`config.mk`:
```
export PLATFORM = sky130hd
export DESIGN_NAME = serial_compare
export DESIGN_NICKNAME = d
export VERILOG_FILES = /design/src/rtl/serial_compare.sv
export SDC_FILE = /design/constraint.sdc
export NUM_CORES = 1
export LEC_CHECK = 0
export BUFFER_PORTS_ARGS = -buffer_cell sky130_fd_sc_hd__buf_2
export CAP_MARGIN = 0
export CORE_MARGIN = 2
export CORE_UTILIZATION = 30
export CTS_CLUSTER_SIZE = 10
export DETAILED_ROUTE_END_ITERATION = 8
export PLACE_DENSITY_LB_ADDON = 0.15
export SKIP_CTS_REPAIR_TIMING = 1
export SYNTH_ARGS = -nofsm -noshare
export SYNTH_HDL_FRONTEND = slang
export SYNTH_SLANG_ARGS = --single-unit
```
`constraint.sdc`:
```
create_clock -name CLK -period 1.8 [get_ports CLK]
set_input_delay 0.36 -clock CLK [delete_from_list [all_inputs] [get_ports CLK]]
set_output_delay 0.36 -clock CLK [all_outputs]
set_load 0.01 [all_outputs]
```
`src/rtl/serial_compare.sv`:
```
// serial_compare: loads two keys, shifts them out MSB-first and reports LT/EQ/GT with a done strobe.
// Optional macro SERIAL_COMPARE_EARLY_EXIT_EN finishes on the first differing bit.
module serial_compare #(
    parameter int WIDTH = 8
) (
    input  logic             CLK,
    input  logic             RST,
    input  logic             St,
    input  logic [WIDTH-1:0] X,
    input  logic [WIDTH-1:0] Y,
    output logic             R,
    output logic             D,
    output logic             x,
    output logic             y,
    output logic             LT,
    output logic             EQ,
    output logic             GT
);
    localparam int CW = $clog2(WIDTH + 1);
`ifdef SERIAL_COMPARE_EARLY_EXIT_EN
    localparam bit EARLY = 1'b1;
`else
    localparam bit EARLY = 1'b0;
`endif
    typedef enum logic [1:0] {IDLE, SHIFT, DONE} state_t;
    state_t state, next;
    logic [WIDTH-1:0] xc, yc;
    logic [CW-1:0] cnt;
    logic dec, diff;
    assign x = xc[WIDTH-1];
    assign y = yc[WIDTH-1];
    assign EQ = ~LT & ~GT;
    assign diff = ~dec & (x ^ y);
    always_comb begin
        next = state;
        R = state == IDLE;
        D = state == DONE;
        case (state)
            IDLE:    next = St ? SHIFT : IDLE;
            SHIFT:   next = (cnt == CW'(1) || (EARLY && diff)) ? DONE : SHIFT;
            default: next = IDLE;
        endcase
    end
    always_ff @(posedge CLK) begin
        if (RST) begin
            state <= IDLE;
            xc <= '0;
            yc <= '0;
            cnt <= '0;
            LT <= 1'b0;
            GT <= 1'b0;
            dec <= 1'b0;
        end else begin
            state <= next;
            if (state == IDLE && St) begin
                xc <= X;
                yc <= Y;
                cnt <= CW'(WIDTH);
                LT <= 1'b0;
                GT <= 1'b0;
                dec <= 1'b0;
            end else if (state == SHIFT) begin
                // the first differing bit from the MSB decides the magnitude
                if (diff) begin
                    LT <= ~x & y;
                    GT <= x & ~y;
                    dec <= 1'b1;
                end
                xc <= xc << 1;
                yc <= yc << 1;
                cnt <= cnt - CW'(1);
            end
        end
    end
endmodule
```
==> impl_metrics.env, run 1 <==
export IMPL_status="finished, final reports clean"
export IMPL_path_class="flop to primary output"
export IMPL_routed_wl_mm=2.714
export IMPL_antennaDiodeCount=0
export IMPL_grt_antenna_before_repair=0
export IMPL_nFillCells=432
export IMPL_grt_max_degree=21
export IMPL_hp_class="primary input to flop"
export IMPL_synth_cell_types=29
export IMPL_finalSetupTns_ns=0
export IMPL_rsz0062_at_grt="no"
export IMPL_hpwl_mm=1.985
export IMPL_die_y_um=69.03
export IMPL_critPathSlowestCell="dfxtp_1"
export IMPL_arrival_ns=1.27
export IMPL_cpPeakStageDelay_ns=0.69
export IMPL_finalHoldViolations=0
export IMPL_crit_required_ns=1.44
export IMPL_first_pass_iters=4
export IMPL_syn_area_per_cell_sq_um=8.631
export IMPL_grt_pass1_wl_mm=4.864
export IMPL_layout_common_cells="buf_2 (25), dfxtp_1 (24), nor2_1 (24)"
export IMPL_p_leak_uw=0.0006161
export IMPL_core_sq_um=4029
export IMPL_period_minus_slack_ns=1.633
export IMPL_endpoint_kind="primary output"
export IMPL_multi_input_area_sq_um=681.9
export IMPL_maxSlewHeadroom_pct=62.20
export IMPL_yosysSeqAreaShare_pct=39.45
export IMPL_setup_viol=0
export IMPL_grt_pass1_vias=1122
export IMPL_syn_inst=147
export IMPL_path_cells="nor2b_1 -> buf_2"
export IMPL_maxCapViolCount=0
export IMPL_clock_sinks=25
export IMPL_startpoint_type="flop"
export IMPL_overflow=0
export IMPL_root_buffer="clkbuf_8"
export IMPL_tightest_slew_ns=0.5662
export IMPL_place_inst=215
export IMPL_clk_pin_slew_ns=0.09
export IMPL_final_period_utilization_pct=90.70
export IMPL_drv_slew=0
export IMPL_numCtsBuffers=3
export IMPL_ir_worst_vdd_v=0.0002360
export IMPL_clk_insertion_delay_late_ns=0.27
export IMPL_drtIter0Drc=55
export IMPL_yosysWarnings=0
export IMPL_io_buffer_count=25
export IMPL_drive_gt1_share_pct=26.04
export IMPL_clockBufferDepth=2
export IMPL_area_growth_pct=15.58
export IMPL_cts_htree_levels=1
export IMPL_finalClockSkew_ns=0.001453
export IMPL_drcViolationCount=0
export IMPL_grt_util_all_layers_pct=12.34
export IMPL_setup_slack_ns=0.1674
export IMPL_die_area_sq_um=4765
export IMPL_dpl_worst_slack_ns=0.2840
export IMPL_reg2reg_setup_slack_ns=0.27
export IMPL_dieWidth_um=69.03
export IMPL_cts_tree="done"
export IMPL_fp_row_count=23
export IMPL_crit_buf_inv=1
export IMPL_start_util_pct=31.49
export IMPL_cp_max_fo=17
export IMPL_avgRoutedWirePerCell_um=12.39
export IMPL_synth_nets=170
export IMPL_crit_family="flip-flops"
export IMPL_final_nets=193
export IMPL_pwr_density_cell_nw_per_um2=821.2
export IMPL_drtAntennaViolNets=0
export IMPL_register_area_sq_um=501.7
export IMPL_ys_ff_latch=25
export IMPL_final_common_cell="buf_2"
export IMPL_vias=1047
export IMPL_fin_cells=219
export IMPL_fmax_mhz=612.5
export IMPL_synthesis_area_sq_um=1269
export IMPL_ios=26
export IMPL_vias_per_cell=4.781
export IMPL_gp_congestion=0.7069
==> final timing paths <==
| check | startpoint | to | depth (start not counted) |
|---|---|---|---|
| max | state[1] | D | 2 |
| min | X[0] | xc[0] | 3 |
| max reg2reg | yc[7] | LT | 5 |
| min reg2reg | xc[2] | xc[2] | 2 |
==> cells by family after synthesis <==
group | Yosys count | share of synthesized area, %
buffers and inverters | 16 | 6.805
and+or+nand+nor | 73 | 34.12
adders and majority gates | 4 | 3.945
xor gates and xnor gates | 2 | 1.381
DFF | 25 | 39.45
AOI/OAI and AO/OA | 24 | 11.93
muxes | 3 | 2.367
==> report_power, final <==
part | switching [uW] | internal, uW | leakage, uW | total [uW]
registers | 35.3 | 601 | 0.000207 | 636
logic | 119 | 119 | 0.000384 | 238
clock network | 176 | 155 | 0.0000255 | 330
total | 330 | 875 | 0.000616 | 1200
==> stage by stage <==
stage	power, uW	hold slack [ns]	utilization, %	instance area [sq um]
4_1_cts	1227	0.3324	36.37	1465
5_1_grt	1284	0.3731	36.40	1466
2_1_floorplan	826.5	0.4566	-	1269
3_3_place_gp	882.2	0.4706	35.22	1419
6_report	1204	0.3399	36.40	1466
3_5_place_dp	890.1	0.4779	35.22	1419
==> cells in the mapped netlist <==
master,instances,area (sq um)
a211oi_1,3,22.52
a211oi_2,1,12.51
a21oi_1,15,75.07
a22oi_1,2,15.01
a311oi_1,1,8.760
and2b_2,1,8.760
and4b_1,1,10.01
buf_2,6,30.03
buf_4,1,7.510
buf_6,2,22.52
clkbuf_1,2,7.510
dfxtp_1,25,500.5
ha_1,4,50.05
inv_1,5,18.77
mux2i_1,3,30.03
nand2b_1,15,93.84
nand3b_1,1,7.510
nor2_1,24,90.09
nor2b_1,1,6.260
nor3_1,13,65.06
nor3b_1,1,7.510
nor4b_2,1,15.01
o21ba_2,1,10.01
o21bai_1,1,7.510
or2_2,1,6.260
or3b_1,9,78.83
or3b_2,5,43.79
xnor2_1,1,8.760
xor2_1,1,8.760
==> layer usage <==
metal / GRT usage [%] / routed length [um]
met1: 14.99 / 1307
met2: 21.37 / 1285
met3: 2.047 / 93
met4: 5.229 / 29
met5: 0 / 0
==> state kept, by name, summed over array words and instances, names as in the netlist <==
name	count
xc	8
yc	8
cnt	4
state	2
GT	1
LT	1
dec	1
==> cell type report <==
type | count | share of cell area, %
Tap cell | 50 | 4.266
Clock buffer | 3 | 2.816
Multi-Input combinational cell | 106 | 46.50
Clock inverter | 1 | 0.3413
Inverter | 5 | 1.280
Sequential cell | 25 | 34.21
Timing Repair Buffer | 29 | 10.58
==> worst register-to-register path, cell delays in order, from the launching register on <==
cell and delay [ns]:
dfxtp_1 0.37, inv_1 0.07, ha_1 0.31, nor4b_2 0.38
mux2i_1 0.25, nor2_1 0.05
Power figures use the tool's default switching activity.
==> inputs of run 2 (changes only) <==
- CELL_PAD_IN_SITES_DETAIL_PLACEMENT: default -> 0
- CELL_PAD_IN_SITES_GLOBAL_PLACEMENT: default -> 1
- SLEW_MARGIN: default -> 20
==> impl_metrics.env, run 2 (same netlist as run 1, synthesis figures left out) <==
export IMPL_status="finished, final reports clean"
export IMPL_pwr_density_cell_nw_per_um2=824.0
export IMPL_path_class="flop to primary output"
export IMPL_dieWidth_um=69.03
export IMPL_rsz0062_at_grt="no"
export IMPL_clk_insertion_delay_late_ns=0.27
export IMPL_finalSetupTns_ns=0
export IMPL_io_buffer_count=25
export IMPL_antennaDiodeCount=0
export IMPL_ios=26
export IMPL_drv_slew=0
export IMPL_grt_pass1_wl_mm=4.692
export IMPL_cp_max_fo=14
export IMPL_fmax_mhz=598.3
export IMPL_cp_startpoint="state[0]"
export IMPL_clock_sinks=25
export IMPL_vias=1034
export IMPL_first_pass_iters=4
export IMPL_drtAntennaViolNets=0
export IMPL_drive_gt1_share_pct=24.40
export IMPL_final_util_pct=36.15
export IMPL_min_from="Y[0]"
export IMPL_routed_wl_mm=2.706
export IMPL_arrival_ns=1.31
export IMPL_start_util_pct=31.49
export IMPL_maxSlewHeadroom_pct=62.61
export IMPL_finalClockSkew_ns=0.001781
export IMPL_area_growth_pct=14.79
export IMPL_numCtsBuffers=3
export IMPL_grt_antenna_before_repair=0
export IMPL_gp_congestion=0.7497
export IMPL_setup_viol=0
export IMPL_p_leak_uw=0.0006081
export IMPL_avgRoutedWirePerCell_um=12.41
export IMPL_multi_input_area_sq_um=681.9
export IMPL_drtIter0Drc=36
export IMPL_hpwl_mm=1.881
export IMPL_clockBufferDepth=2
export IMPL_endpoint_kind="primary output"
export IMPL_die_y_um=69.03
export IMPL_hp_class="primary input to flop"
export IMPL_vias_per_cell=4.743
export IMPL_final_period_utilization_pct=92.85
export IMPL_grt_pass1_vias=1051
export IMPL_rr_startpoint="state[0]"
export IMPL_finalHoldViolations=0
export IMPL_drcViolationCount=0
export IMPL_tightest_slew_ns=0.5601
export IMPL_startpoint_type="flop"
export IMPL_final_nets=192
export IMPL_overflow=0
export IMPL_crit_required_ns=1.44
export IMPL_final_area_sq_um=1456
export IMPL_clk_pin_slew_ns=0.08
export IMPL_die_area_sq_um=4765
export IMPL_postPlaceCellArea_sq_um=1411
export IMPL_maxCapViolCount=0
export IMPL_period_minus_slack_ns=1.671
export IMPL_root_buffer="clkbuf_8"
export IMPL_fp_row_count=23
export IMPL_cts_tree="done"
export IMPL_nFillCells=451
export IMPL_ir_worst_vdd_v=0.0004996
export IMPL_cts_htree_levels=1
export IMPL_top_regs="xc (8), yc (8), cnt (4)"
export IMPL_layout_common_cells="dfxtp_1 (25), buf_2 (25), nor2_1 (24)"
export IMPL_core_sq_um=4029
export IMPL_register_area_sq_um=500.5
export IMPL_grt_max_degree=21
export IMPL_grt_util_all_layers_pct=12.00
## run 2: critical path: stages (launching register included)
cell,delay [ns]
dfxtp_1,0.58
buf_4,0.25
nor2_1,0.06
buf_2,0.15
## run 2: path summary, 6_finish.rpt
path | end | slack, ns | cells after the start
worst max register to register | yc[2] | 0.32 | 4
worst max-delay path | R | 0.13 | 3
worst min-delay path | yc[0] | 0.34 | 3
worst min register to register | xc[1] | 0.49 | 2
## run 2: power by group
part           total (uW)  internal [uW]  switching, uW
registers             633            600           33.2
clock network         332            158            173
logic                 235            117            118
total                1200            875            325
## run 2: per-stage QoR
stage | hold slack, ns | power, uW | std cells | worst slack [ns]
6_report | 0.3376 | 1200 | 218 | 0.1286
5_1_grt | 0.3325 | 1290 | 218 | 0.00009637
4_1_cts | 0.3321 | 1231 | 218 | 0.1010
3_5_place_dp | 0.4765 | 885.4 | 214 | 0.3122
3_3_place_gp | 0.4734 | 880.1 | 214 | 0.3402
2_1_floorplan | 0.4566 | 826.5 | 147 | 0.3627
## run 2: final cells by class
cell class / count / share of cell area (%)
Inverter: 5 / 1.289
Sequential cell: 25 / 34.36
Tap cell: 50 / 4.296
Timing Repair Buffer: 28 / 10.14
Clock buffer: 4 / 3.093
Multi-Input combinational cell: 106 / 46.82
## run 2: per-layer routing
| metal | vias to the layer above | track usage [%] | share of wire, % |
|---|---|---|---|
| li1 | 539 | - | - |
| met1 | 475 | 14.71 | 48 |
| met2 | 16 | 20.41 | 47 |
| met3 | 4 | 3.509 | 3.7 |
| met4 | 0 | 3.268 | 1.0 |
| met5 | - | 0 | 0 |
==> inputs of run 3 (changes only) <==
==> constraint.sdc (replaced) <==
create_clock -name CLK -period 1.8 [get_ports CLK]
set_input_delay 0.18 -clock CLK [delete_from_list [all_inputs] [get_ports CLK]]
set_output_delay 0.18 -clock CLK [all_outputs]
set_load 0.01 [all_outputs]
==> impl_metrics.env, run 3 (same netlist as run 1, synthesis figures left out) <==
export IMPL_area_growth_pct=15.38
export IMPL_p_leak_uw=0.0006135
export IMPL_clock_sinks=25
export IMPL_grt_max_degree=21
export IMPL_ios=26
export IMPL_status="finished, final reports clean"
export IMPL_vias=1030
export IMPL_grt_antenna_before_repair=0
export IMPL_drtIter0Drc=46
export IMPL_cp_max_fo=12
export IMPL_tightest_slew_ns=0.4403
export IMPL_die_area_sq_um=4765
export IMPL_nFillCells=433
export IMPL_highest_layer="met4"
export IMPL_drive_gt1_share_pct=24.85
export IMPL_clk_insertion_delay_late_ns=0.26
export IMPL_overflow=0
export IMPL_core_sq_um=4029
export IMPL_top_regs="xc (8), yc (8), cnt (4)"
export IMPL_fp_row_count=23
export IMPL_ir_worst_vdd_v=0.0003130
export IMPL_io_buffer_count=25
export IMPL_crit_required_ns=1.62
export IMPL_drv_slew=0
export IMPL_fmax_mhz=665.7
export IMPL_routed_wl_mm=2.585
export IMPL_cts_tree="done"
export IMPL_setup_viol=0
export IMPL_layout_common_cells="dfxtp_1 (25), buf_2 (25), nor2_1 (24)"
export IMPL_path_class="flop to primary output"
export IMPL_dieWidth_um=69.03
export IMPL_finalHoldViolations=0
export IMPL_wl_met2_mm=1.236
export IMPL_startpoint_type="flop"
export IMPL_dpl_worst_slack_ns=0.2969
export IMPL_endpoint_kind="primary output"
export IMPL_antennaDiodeCount=0
export IMPL_finalSetupTns_ns=0
export IMPL_avgRoutedWirePerCell_um=11.80
export IMPL_reg2reg_setup_slack_ns=0.31
export IMPL_period_minus_slack_ns=1.502
export IMPL_hpwl_mm=1.887
export IMPL_finalClockSkew_ns=0.002340
export IMPL_wl_met3_um=66
export IMPL_arrival_ns=1.32
export IMPL_gp_congestion=0.7496
export IMPL_final_period_utilization_pct=83.46
export IMPL_p_total_uw=1185
export IMPL_wl_met1_mm=1.265
export IMPL_rsz0062_at_grt="no"
export IMPL_hp_class="primary input to flop"
export IMPL_cts_htree_levels=1
export IMPL_grt_util_all_layers_pct=11.62
export IMPL_clk_pin_slew_ns=0.08
export IMPL_drcViolationCount=0
export IMPL_maxSlewHeadroom_pct=70.58
export IMPL_vias_per_cell=4.703
export IMPL_maxCapViolCount=0
export IMPL_clockBufferDepth=2
export IMPL_root_buffer="clkbuf_8"
export IMPL_hold_slack_ns=0.1647
export IMPL_grt_pass1_wl_mm=4.616
export IMPL_drtAntennaViolNets=0
export IMPL_pwr_density_cell_nw_per_um2=809.6
export IMPL_numCtsBuffers=3
export IMPL_final_nets=193
export IMPL_die_y_um=69.03
export IMPL_start_util_pct=31.49
export IMPL_grt_pass1_vias=1052
export IMPL_first_pass_iters=4
export IMPL_setup_slack_ns=0.2977
-- run 3: changes by cell type in the layout (fill, tap and decap cells not counted) --
cell   previous run  this run
buf_4             3         4
-- run 3: final timing paths --
path,from,depth (start not counted),end
max,state[1],3,D
min reg2reg,xc[2],2,xc[2]
max reg2reg,state[0],4,yc[2]
min,Y[0],3,yc[0]
-- run 3: per-layer routing --
metal  vias to the layer above  track usage, %
li1                        542               -
met1                       473           14.58
met2                        13           19.76
met3                         2           1.901
met4                         0           4.575
met5                         -               0
-- run 3: where the power goes --
group | switching, uW | internal, uW
clock | 160 | 158
combinational | 118 | 117
sequential | 32.5 | 600
total | 310 | 875
-- run 3: layout make-up --
cell class / instances / area, sq um / share of cell area [%]
Multi-Input combinational cell: 106 / 681.9 / 46.58
Sequential cell: 25 / 500.5 / 34.19
Timing Repair Buffer: 29 / 155.1 / 10.60
Tap cell: 50 / 62.56 / 4.274
Clock buffer: 4 / 45.04 / 3.077
Inverter: 5 / 18.77 / 1.282
-- run 3: critical path, cell delays in order (launching register included) --
cell	delay, ns
dfxtp_1	0.59
buf_4	0.22
nor2b_1	0.12
buf_2	0.13
-- run 3: stage by stage --
| step | util [%] | instance area (sq um) | std cells |
|---|---|---|---|
| floorplan | - | 1269 | 147 |
| global placement | 35.22 | 1419 | 215 |
| detailed placement | 35.22 | 1419 | 215 |
| CTS | 36.34 | 1464 | 219 |
| global route | 36.34 | 1464 | 219 |
| finish | 36.34 | 1464 | 219 |
